===== src/rtl/spi_xfer_arbiter.sv =====
// spi_xfer_arbiter: shares one SPI master link between two requesters.
// Round-robin arbitration in IDLE, then one framed mode-0, MSB-first,
// full-duplex transfer per grant, with a one-cycle done pulse to the owner.
module spi_xfer_arbiter #(
   parameter int W_DATA  = 32,
   parameter int CLK_DIV = 2,
   parameter int N_CS    = 2,
   parameter int W_SEL   = 1
) (
   input  logic              clk,
   input  logic              rst,
   input  logic [1:0]        req,
   input  logic [W_DATA-1:0] tx_data_0,
   input  logic [W_DATA-1:0] tx_data_1,
   input  logic [W_SEL-1:0]  slave_0,
   input  logic [W_SEL-1:0]  slave_1,
   output logic [1:0]        grant,
   output logic [1:0]        done,
   output logic [W_DATA-1:0] rx_data,
   output logic              busy,
   output logic              spi_sclk,
   output logic              spi_mosi,
   output logic [N_CS-1:0]   spi_cs_n,
   input  logic              spi_miso
);

   localparam int W_DIV = $clog2(CLK_DIV) + 1;
   localparam int W_BIT = (W_DATA > 1) ? $clog2(W_DATA) : 1;
   localparam logic [W_DIV-1:0] DIV_LAST = W_DIV'(CLK_DIV - 1);
   localparam logic [W_BIT-1:0] BIT_TOP  = W_BIT'(W_DATA - 1);

   typedef enum logic [2:0] {
      S_IDLE,
      S_SETUP,
      S_SHIFT,
      S_HOLD,
      S_DONE
   } state_t;

   state_t            state;
   logic [W_DIV-1:0]  div;
   logic [W_BIT-1:0]  bit_cnt;
   logic [W_DATA-1:0] tx_sh;
   logic [W_DATA-1:0] rx_sh;
   logic              owner;
   logic              last;

   logic              pick;
   logic [W_DATA-1:0] pick_tx;
   logic [W_SEL-1:0]  pick_sel;
   logic              div_last;

   // Active-low one-hot chip-select; indices >= N_CS select nothing.
   function automatic logic [N_CS-1:0] cs_decode(input logic [W_SEL-1:0] s);
      logic [N_CS-1:0] m;
      m = '1;
      for (int unsigned i = 0; i < N_CS; i++) begin
         if (s == W_SEL'(i)) m[i] = 1'b0;
      end
      return m;
   endfunction

   // Round-robin choice: on a tie the requester that did not go last wins.
   always_comb begin
      pick = 1'b0;
      if (req == 2'b11) pick = ~last;
      else if (req[1])  pick = 1'b1;
      pick_tx  = pick ? tx_data_1 : tx_data_0;
      pick_sel = pick ? slave_1   : slave_0;
      div_last = (div == DIV_LAST);
   end

   // Transaction sequencer: arbitration, framing, SCLK division and shifting.
   always_ff @(posedge clk or negedge rst) begin
      if (!rst) begin
         state    <= S_IDLE;
         div      <= '0;
         bit_cnt  <= '0;
         tx_sh    <= '0;
         rx_sh    <= '0;
         owner    <= 1'b0;
         last     <= 1'b1;
         grant    <= '0;
         done     <= '0;
         rx_data  <= '0;
         busy     <= 1'b0;
         spi_sclk <= 1'b0;
         spi_mosi <= 1'b0;
         spi_cs_n <= '1;
      end else begin
         grant <= '0;
         done  <= '0;
         case (state)
            S_IDLE: begin
               if (|req) begin
                  owner       <= pick;
                  last        <= pick;
                  grant[pick] <= 1'b1;
                  busy        <= 1'b1;
                  tx_sh       <= pick_tx;
                  rx_sh       <= '0;
                  spi_cs_n    <= cs_decode(pick_sel);
                  spi_mosi    <= pick_tx[W_DATA-1];
                  spi_sclk    <= 1'b0;
                  div         <= '0;
                  state       <= S_SETUP;
               end
            end
            S_SETUP: begin
               if (div_last) begin
                  div     <= '0;
                  bit_cnt <= BIT_TOP;
                  state   <= S_SHIFT;
               end else begin
                  div <= div + 1'b1;
               end
            end
            S_SHIFT: begin
               if (div_last) begin
                  div <= '0;
                  if (!spi_sclk) begin
                     spi_sclk <= 1'b1;
                     rx_sh    <= {rx_sh[W_DATA-2:0], spi_miso};
                  end else begin
                     spi_sclk <= 1'b0;
                     if (bit_cnt == '0) begin
                        state <= S_HOLD;
                     end else begin
                        bit_cnt  <= bit_cnt - 1'b1;
                        tx_sh    <= {tx_sh[W_DATA-2:0], 1'b0};
                        spi_mosi <= tx_sh[W_DATA-2];
                     end
                  end
               end else begin
                  div <= div + 1'b1;
               end
            end
            S_HOLD: begin
               if (div_last) begin
                  div      <= '0;
                  spi_cs_n <= '1;
                  spi_mosi <= 1'b0;
                  state    <= S_DONE;
               end else begin
                  div <= div + 1'b1;
               end
            end
            S_DONE: begin
               rx_data     <= rx_sh;
               done[owner] <= 1'b1;
               busy        <= 1'b0;
               div         <= '0;
               state       <= S_IDLE;
            end
            default: state <= S_IDLE;
         endcase
      end
   end

endmodule


===== config.mk =====
export PLATFORM = sky130hd
export DESIGN_NAME = spi_xfer_arbiter
export DESIGN_NICKNAME = d
export VERILOG_FILES = /design/src/rtl/spi_xfer_arbiter.sv
export SDC_FILE = /design/constraint.sdc
export NUM_CORES = 1
export LEC_CHECK = 0
export BUFFER_PORTS_ARGS = -buffer_cell sky130_fd_sc_hd__buf_2
export CAP_MARGIN = 20
export CORE_ASPECT_RATIO = 0.8
export CORE_MARGIN = 2
export CORE_UTILIZATION = 40
export DETAILED_ROUTE_END_ITERATION = 7
export PLACE_DENSITY = 0.68
export RECOVER_POWER = 50
export SYNTH_ARGS = -nofsm -noshare
export SYNTH_HDL_FRONTEND = slang
export SYNTH_SLANG_ARGS = --single-unit
export TNS_END_PERCENT = 20

===== constraint.sdc =====
create_clock -name clk -period 1.9 [get_ports clk]
set_input_delay 0.57 -clock clk [delete_from_list [all_inputs] [get_ports clk]]
set_output_delay 0.57 -clock clk [all_outputs]
set_load 0.02 [all_outputs]

======== After elaboration in Yosys (flattened, before gate mapping) ========
Index checks and enable logic that the tools add are counted.
word-level totals
  register bits ........................... 116
  word-level logic and storage cells ...... 109
  output and inout port bits .............. 41
  input bits .............................. 71
cells by class
  magnitude comparators ................... 4
  equal/unequal tests ..................... 14
  reduce and logical (&&, ||, !) cells .... 22
  bitwise gates (word level) .............. 1
  muxes and demuxes ....................... 52
  $add $sub $neg .......................... 2
operators with widths
  cell                 count
  $mux 32              4
  $mux 31              4
  $pmux 32 s2          1
  $pmux 31 s2          1
  $mux 5               4
  $mux 3               6
  $mux 1               16
  $ne 2x2->1 const B   8
  $mux 2               7
  $pmux 3 s4           1
  $reduce_and 6->1     2
  $pmux 5 s2           1
  $reduce_and 5->1     2
  $reduce_bool 2->1    4
  $eq 3x2->1 const B   2
  $pmux 2 s3           1
  $reduce_and 2->1     3
  $reduce_and 3->1     2
  $reduce_bool 3->1    2
  $logic_not 5->1      1
  $sub 5x1->5 const B  1
  $lt 1x2->1 const B   2
  $pmux 1 s2           2
  $pmux 2 s2           1
  14 further kinds     17

======== Longest topological paths before layout ========
Gate-level depths: netlist (run 1).
  depth after elaboration ................. 8
  depth in mapped cells ................... 7
  mapped depth without buffers ............ 6

======== Worst setup path after synthesis (run 1) ========
No wires, ideal clock.
  kind .................................... register to register
  from .................................... register bit_cnt[0]
  to ...................................... register tx_sh[10]
  required time ........................... 1.775 ns
  library setup time ...................... 0.125 ns
  arrival ................................. 1.743 ns
  clock period less this slack ............ 1.868 ns
  buffers on the path ..................... 1
  setup slack ............................. 0.032 ns
  cell stages (with the launch flop) ...... 8
  path through ............................ dfrtp_1 > inv_1 > ha_1 > or4b_4 > nand4_4 > nand2_4 > buf_6 > mux2_4
between the ends
  cells in the longest elaborated chain, start to end .. 3
ends and longest elaborated chain
  element                     line  source
  start: declaration          42    logic [W_BIT-1:0] bit_cnt;
  start signal: assignment    129   bit_cnt <= bit_cnt - 1'b1;
  $logic_not 5->1             126   if (bit_cnt == '0) begin
  $ne 2x2->1 (no line)        --
  $reduce_and 5->1 (no line)  --
  end signal: assignment      100   tx_sh <= pick_tx;
  end signal: assignment      130   tx_sh <= {tx_sh[W_DATA-2:0], 1'b0};
  end: declaration            43    logic [W_DATA-1:0] tx_sh;
Every way passes these cells.
A chain may end at the register's enable or synchronous reset.

======== Worst setup path in the final report (run 1) ========
  from .................................... register bit_cnt[1]
  to ...................................... register tx_sh[3]
Same word-level chain as after synthesis.

==> results of run 1 <==
Yosys cell counts, types with 4 or more instances:
library cell	n	area, sq um
sky130_fd_sc_hd__nand2_1	138	518
sky130_fd_sc_hd__dfrtp_1	113	2830
sky130_fd_sc_hd__a21oi_1	64	320
sky130_fd_sc_hd__nor2_1	41	154
sky130_fd_sc_hd__a22o_1	32	280
sky130_fd_sc_hd__mux2_4	30	450
sky130_fd_sc_hd__clkbuf_1	19	71.3
sky130_fd_sc_hd__buf_2	10	50.1
sky130_fd_sc_hd__nor3_1	5	25.0
sky130_fd_sc_hd__buf_6	4	45.0
sky130_fd_sc_hd__inv_1	4	15.0
sky130_fd_sc_hd__nand2b_1	4	25.0
registers in the layout, summed over array words and instances (netlist names), 2 cells and up:
| register | flops |
|---|---|
| rx_data | 32 |
| grant | 2 |
| div | 2 |
| spi_cs_n | 2 |
| bit_cnt | 5 |
| done | 2 |
| rx_sh | 32 |
| tx_sh | 31 |
| state | 3 |
routing by layer:
| metal | track usage [%] | part of all wire, % | vias to the layer above |
|---|---|---|---|
| met2 | 28.6 | 48 | 91 |
| met4 | 5.15 | 1.3 | 0 |
| met1 | 24.7 | 46 | 2094 |
| met3 | 6.48 | 4.7 | 17 |
| li1 | - | - | 2036 |
| met5 | 0 | 0 | - |
what timing repair did:
item                       4_1_cts  5_1_grt
cloned                           0        3
hold endpoints to repair         7        0
pin swaps                        0        2
resized for setup                1        3
hold buffers                     1        0
buffers inserted                 0        4
setup endpoints to repair       29       30
critical path, stage by stage (launching register included):
cell,delay (ns)
sky130_fd_sc_hd__dfrtp_1,0.38
sky130_fd_sc_hd__inv_1,0.06
sky130_fd_sc_hd__ha_2,0.18
sky130_fd_sc_hd__or4b_4,0.48
sky130_fd_sc_hd__nand4_4,0.15
sky130_fd_sc_hd__nand2_8,0.10
sky130_fd_sc_hd__clkbuf_16,0.18
sky130_fd_sc_hd__mux2_4,0.29
layout by cell type (no fill, tap or decap), types with 2 or more instances in the layout:
cell type	netlist	layout
sky130_fd_sc_hd__buf_6	4	2
sky130_fd_sc_hd__clkbuf_8	0	2
sky130_fd_sc_hd__nand3b_1	2	2
sky130_fd_sc_hd__buf_2	10	110
sky130_fd_sc_hd__nand2_1	138	138
sky130_fd_sc_hd__clkinvlp_4	0	2
sky130_fd_sc_hd__clkbuf_1	19	4
sky130_fd_sc_hd__o21ai_0	2	2
sky130_fd_sc_hd__mux2_2	2	2
sky130_fd_sc_hd__a221oi_1	2	2
sky130_fd_sc_hd__nand3_1	3	3
sky130_fd_sc_hd__buf_4	0	20
sky130_fd_sc_hd__inv_1	4	4
sky130_fd_sc_hd__and2_0	1	2
sky130_fd_sc_hd__a21o_1	3	3
sky130_fd_sc_hd__nand4_1	2	2
sky130_fd_sc_hd__buf_12	0	5
sky130_fd_sc_hd__inv_6	0	2
sky130_fd_sc_hd__and3_1	2	2
sky130_fd_sc_hd__o31ai_1	2	2
sky130_fd_sc_hd__clkbuf_16	0	19
sky130_fd_sc_hd__dfrtp_1	113	113
sky130_fd_sc_hd__a21oi_1	64	64
sky130_fd_sc_hd__dfstp_2	3	3
sky130_fd_sc_hd__and2_1	3	2
sky130_fd_sc_hd__o21a_1	3	3
sky130_fd_sc_hd__a22o_1	32	32
sky130_fd_sc_hd__nand2b_1	4	4
sky130_fd_sc_hd__nor3_1	5	4
sky130_fd_sc_hd__clkbuf_4	0	3
sky130_fd_sc_hd__bufinv_16	0	6
sky130_fd_sc_hd__mux2_4	30	30
sky130_fd_sc_hd__nor2_1	41	41
kinds of logic (layout without fill, tap and decap cells):
| group | count (synthesis) | count (layout) |
|---|---|---|
| and+or+nand+nor | 212 | 212 |
| AOI/OAI and AO/OA | 118 | 118 |
| DFF | 116 | 116 |
| buffers and inverters | 37 | 182 |
| muxes | 33 | 33 |
| adders and majority gates | 1 | 1 |
| xor gates and xnor gates | 1 | 1 |
worst paths after layout:
check	cells past startpoint	endpoint
min in group asynchronous	2	rx_sh[31]
worst max register to register	7	tx_sh[3]
max in group asynchronous	3	last
worst max-delay path	7	tx_sh[3]
worst min-delay path	2	rx_sh[0]
worst min register to register	2	rx_data[14]
power breakdown:
part	internal (mW)	switching, mW	leakage, nW
logic	0.138	0.138	1.79
registers	2.52	0.0303	1.52
clock network	2.54	1.13	0.325
total	5.19	1.30	3.63
layout make-up:
cell class                 count  share of cell area, %
sequential                   116                   41.6
clock inverter                11                   3.17
inverter                       4                  0.215
clock buffer                  21                   6.60
timing repair buffer         146                   13.2
multi-input combinational    365                   32.1
tap                          175                   3.14
==> results list, run 1 <==
* Pleak: 3.63 nW
- After synthesis, the largest family of logic cells by area is simple AND/OR/NAND/NOR gates.
- Worst min path class: in2reg
- Final hold analysis gives a worst-case slack of 0.398 ns.
* Post-synth design cell area: 5290 sq um
- Setup repair after global routing could not meet its margin everywhere.
- Measured along the y axis, the die boundary spans 107 microns.
- The startpoint identified for the worst register-to-register timing path is bit_cnt[1].
- Pin count of the biggest net entering global routing: 36
- The checks that failed: negative setup slack.
- Period utilisation layout: 102%
* Outcome: finished, violations left
- Clock root cell: sky130_fd_sc_hd__clkbuf_16
- Finish-stage setup viols: 30
- Number of synthesized register bits: 116
- Summing all multi-input logic gate instances after layout gives 2240 sq um.
- Worst Slack Setup Final: -0.0460 ns
- Yosys mapped a number of flops with a built-in enable equal to 0.
* Setup WS pre-CTS: -0.0142 ns
- Number of nets with antenna violations after routing: 0
* Global Route Usage Sum: 18.5%
- After detailed routing, the average wire length per cell comes to 15.0 microns.
- Clock tree buffer depth: 2
- At the pin with the least slew margin, the transition time is 0.605 ns.
* DRC violations left: 0
- The die covers 14200 sq um.
- Of the post-synthesis cell area, the part taken by muxes is 9.13%.
- Worst hold path startpoint: spi_miso
- Data on the critical path is required at its endpoint by 2.19 ns.
* Data arrival time of the critical path: 2.23 ns
* 1st-pass router iterations: 4
- Total chip power: 6.49 mW
* Wire length reported by the detailed router: 12.6 mm
* Post-Syn Instances: 518
* Core Region: 12900 sq um
* Final core occ: 54.2%
- The net count of the finished layout is 722.
- Worst Path Max Fanout: 6
* Total placed instance area: 6200 sq um
- Yosys synthesis warning count: 0
* Number of global-route vias before repair: 4264
* Prevailing post-synth register cell: sky130_fd_sc_hd__dfrtp_1
- Setup Skew: 0.00816 ns
- In this run, CTS created clock tree buffers numbering 17.
* Slew margin rel.: 59.6%
- VDD IR-drop max: 0.000646 V
- Summing over every cut layer, the via total after detailed routing is 4238.
* Setup CP Type: reg2reg
- Count of antenna diodes in the layout: 0
* Area growth from synthesis to layout: 31.9%
* Final Hold Vio Count: 0
- Via density per instance: 5.06
- Routability-driven placement finished with a final weighted congestion of 0.847.
- In this run, distinct cell masters in the synthesized netlist total 49.
- The first global-routing pass estimated 20.8 mm of wire.
- The floorplan has 37 rows.
- Clock-pin slew was measured on the worst setup and hold paths at 0.06 ns.
- The synthesized netlist devotes 0.166% of its cell area to XOR and XNOR gates.
* Width of the chip: 133 microns
- PD cells: 930 nW/um^2
- IO Pins: 112
* Effective utilization at floorplan: 41.1%
* Proportion of layout cells with a drive suffix above 1: 33.3%
- Syn nets: 590
* Total negative slack: -0.805 ns
- Number of violations reported at the end of detailed-routing iteration 0: 320
* Launching instance or port of the critical path: bit_cnt[1]
- Sequential standard cell area: 2910 sq um
* TritonCTS clock tree: yes
* Overflow after GRT: 0
- Dividing the synthesized area by the synthesized cell count gives 10.2 sq um.
* Htree depth: 4
- The initial antenna violation count came to 0.
- Placed wire-length estimate after detailed placement: 8.54 mm
- CTS Sinks: 116
* Highest achievable clock rate: 514 MHz
- Fillcell total: 1149
* Post-route insts no fill: 838
* Post-synthesis share of cell area spent on full adders, half adders and majority gates: 0.237%
- Simple-gate share of the synthesized area: 17.5%
* IO buf count: 111
- STA classifies the critical path startpoint as a flop.
- Number of max-cap violations: 0
* Synthesized-area fraction occupied by ao, oa, aoi and oai cells: 14.5%
- Register-to-register setup slack: -0.05 ns
- In this run, placement finished with an instance count of 798.
* Post-synthesis async set-or-reset flop share: 100%
- Final worst path period need: 1.95 ns
- Number of pins with negative max-slew slack in the final report: 0
- Area of all placed cells without fillers: 6980 sq um
- Share of synthesized area occupied by flip-flops and latches: 54.9%
* Crit path capture type: flop
* Skew-Pair Late Insertion Delay: 0.41 ns
No activity file was read; power rests on OpenSTA's default activity.
==> inputs of run 2 (changes only) <==
Settings changed: SETUP_SLACK_MARGIN set to 0.2.
==> results list, run 2 (synthesis results as in run 1) <==
- The flow ran to the end, and the final reports show no timing, DRC or antenna violations.
* Global-route wire length before repair: 21.0 mm
- The critical path in this run is classified as reg2reg.
- In this run the static leakage power is 3.50 nW.
- The floorplan has 37 rows.
- Measured on the finished design, the core utilization comes to 52.1%.
- The number of pins with negative max-slew slack in the final report came to 0.
- In this run the worst path has a maximum fanout of 18.
* Area growth from synthesis to layout: 26.8%
- Data arrival time of the critical path: 2.17 ns
* DRC violations left: 0
- Setup violations remaining at the end of the flow were counted as 0.
- Die Area: 14200 sq um
- Once the floorplan was initialized, standard cells occupied 41.1% of the core.
* CTS Hold Bufs: 0
* Slew margin rel.: 38.4%
- Top flop regs: rx_data: 32 flops, rx_sh: 32 flops, tx_sh: 31 flops
* Final Hold Vio Count: 0
- Switching power: 1.22 mW
* Element type at the critical path start: flop
* Design internal power: 4.32 mW
- Setup Skew: 0.00560 ns
* Htree depth: 4
* Crit path capture type: flop
- The floorplan step set the die width to 133 microns.
* PD cells: 825 nW/um^2
* IO Pins: 112
* Setup WS pre-CTS: -0.0257 ns
- Once placement completed, the tool counted placed cells totaling 797.
- Placed wire-length estimate after detailed placement: 8.39 mm
* TritonCTS clock tree: yes
- Worst min path class: in2async
- The initial antenna violation count was 0.
* Share of total power in sequential cells: 46.0%
- Wires add up to 12.3 mm.
- Static timing analysis puts the maximum clock frequency at 530 MHz.
- The total area inside the core boundary comes to 12900 sq um.
- CTS saw 116 sinks.
- The clock period could shrink to 1.89 ns.
* Clock root cell: sky130_fd_sc_hd__clkbuf_16
* Period utilisation layout: 99.3%
- Final GP Congestion: 0.862
- Overflow after GRT: 0
- Global routing used 18.6% of the available tracks across all layers.
- IO buf count: 111
* Worst Slack Setup Final: 0.0126 ns
- The count of cells in the finished layout, fillers not included, comes to 827.
- The final route contains 4202 vias.
- Setup repair after global routing missed its margin: true
- Net Sw Frac: 22.0%
- Leaving out fill and tap cells, the most frequent cells in the layout are sky130_fd_sc_hd__nand2_1 (138), sky130_fd_sc_hd__dfrtp_1 (110), sky130_fd_sc_hd__buf_2 (110), sky130_fd_sc_hd__a21oi_1 (64), sky130_fd_sc_hd__nor2_1 (41).
* Fillcell total: 1182
- 1st-pass router iterations: 5
- After clock tree synthesis, the setup repair step added 0 buffers.
- The placed instances occupy a cell area of 6230 sq um.
* Nets: 713
- Measured along the y axis, the die boundary spans 107 microns.
- The worst-case IR drop observed on VDD is 0.000590 V.
- The count of nets left with antenna violations once routing finished came out at 0.
- The number of clock buffers added by TritonCTS is 17.
- Across the run, the number of max-cap violations was 0.
* Via density per instance: 5.08
- Clock tree buffer depth: 2
* Comb power frac: 5.0%
- Entering global routing, the biggest net connects 39 pins.
- Most common cell after layout, fill and taps aside: sky130_fd_sc_hd__nand2_1
- The via count of the first global-routing pass is 4375.
- Area of all placed cells without fillers: 6710 sq um
- Number of violations reported at the end of detailed-routing iteration 0: 296
* Worst-margin pin slew: 0.924 ns
- Proportion of layout cells with a drive suffix above 1: 32.7%
* Count of antenna diodes in the layout: 0
- Clk network pwr share: 49.0%
- After clock tree synthesis, the clock-pin slew on the worst setup and hold paths is 0.05 ns.
* Skew-Pair Late Insertion Delay: 0.40 ns
- For the worst setup path, the data required time is 2.18 ns.
* Post-DR wirelength/cell: 14.9 microns
## run 2: area by class of cell
cell class | instances | area, sq um | area share (%)
clock buffers | 23 | 458 | 6.83
multi-input cells | 365 | 2240 | 33.4
flip-flops and latches | 116 | 2910 | 43.4
clock inverters | 7 | 35.0 | 0.522
repair buffers | 137 | 827 | 12.3
inverters | 4 | 15.0 | 0.224
well taps | 175 | 219 | 3.26
## run 2: power groups by stage
stage | registers, mW | clock network (mW) | logic [mW]
6_report | 2.55 | 2.71 | 0.275
5_1_grt | 2.55 | 2.90 | 0.312
4_1_cts | 2.55 | 2.77 | 0.293
3_5_place_dp | 2.59 | 0 | 0.293
3_3_place_gp | 2.59 | 0 | 0.281
2_1_floorplan | 2.58 | 0 | 0.118
## run 2: path summary, 6_finish.rpt
kind,from,to,slack (ns),depth (start not counted)
max reg2reg,bit_cnt[0],tx_sh[4],0.01,7
min in group clk,spi_miso,rx_sh[0],0.40,2
max,bit_cnt[0],tx_sh[4],0.01,7
min,rst,rx_data[2],0.28,1
max in group asynchronous,rst,state[2],0.40,2
min reg2reg,owner,done[0],0.44,1
## run 2: per-layer routing
layer  GRT usage (%)  share of wire [%]
met2            29.9                 48
met1            24.5                 47
met5               0                  0
met3            5.11                3.8
met4            6.37               0.89
## run 2: timing repair
item                                    4_1_cts  5_1_grt
resized for setup                             2        6
endpoints found under the hold margin         0        0
endpoints found under the setup margin       36       38
## run 2: metrics by stage
stage                     total power, mW  TNS, ns  hold WS, ns
after global placement               2.87        0        0.446
after CTS                            5.61        0        0.136
after global routing                 5.76   -0.783        0.343
after detailed placement             2.88   -0.303        0.446
after floorplan                      2.70        0        0.274
final                                5.54        0        0.283
## run 2: critical path, cell delays in order, from the launching register on
cell and delay [ns]:
sky130_fd_sc_hd__dfrtp_1 0.37, sky130_fd_sc_hd__inv_1 0.09, sky130_fd_sc_hd__ha_4 0.15, sky130_fd_sc_hd__or4b_4 0.49
sky130_fd_sc_hd__nand4_4 0.11, sky130_fd_sc_hd__nand2_4 0.08, sky130_fd_sc_hd__buf_12 0.17, sky130_fd_sc_hd__mux2_4 0.31
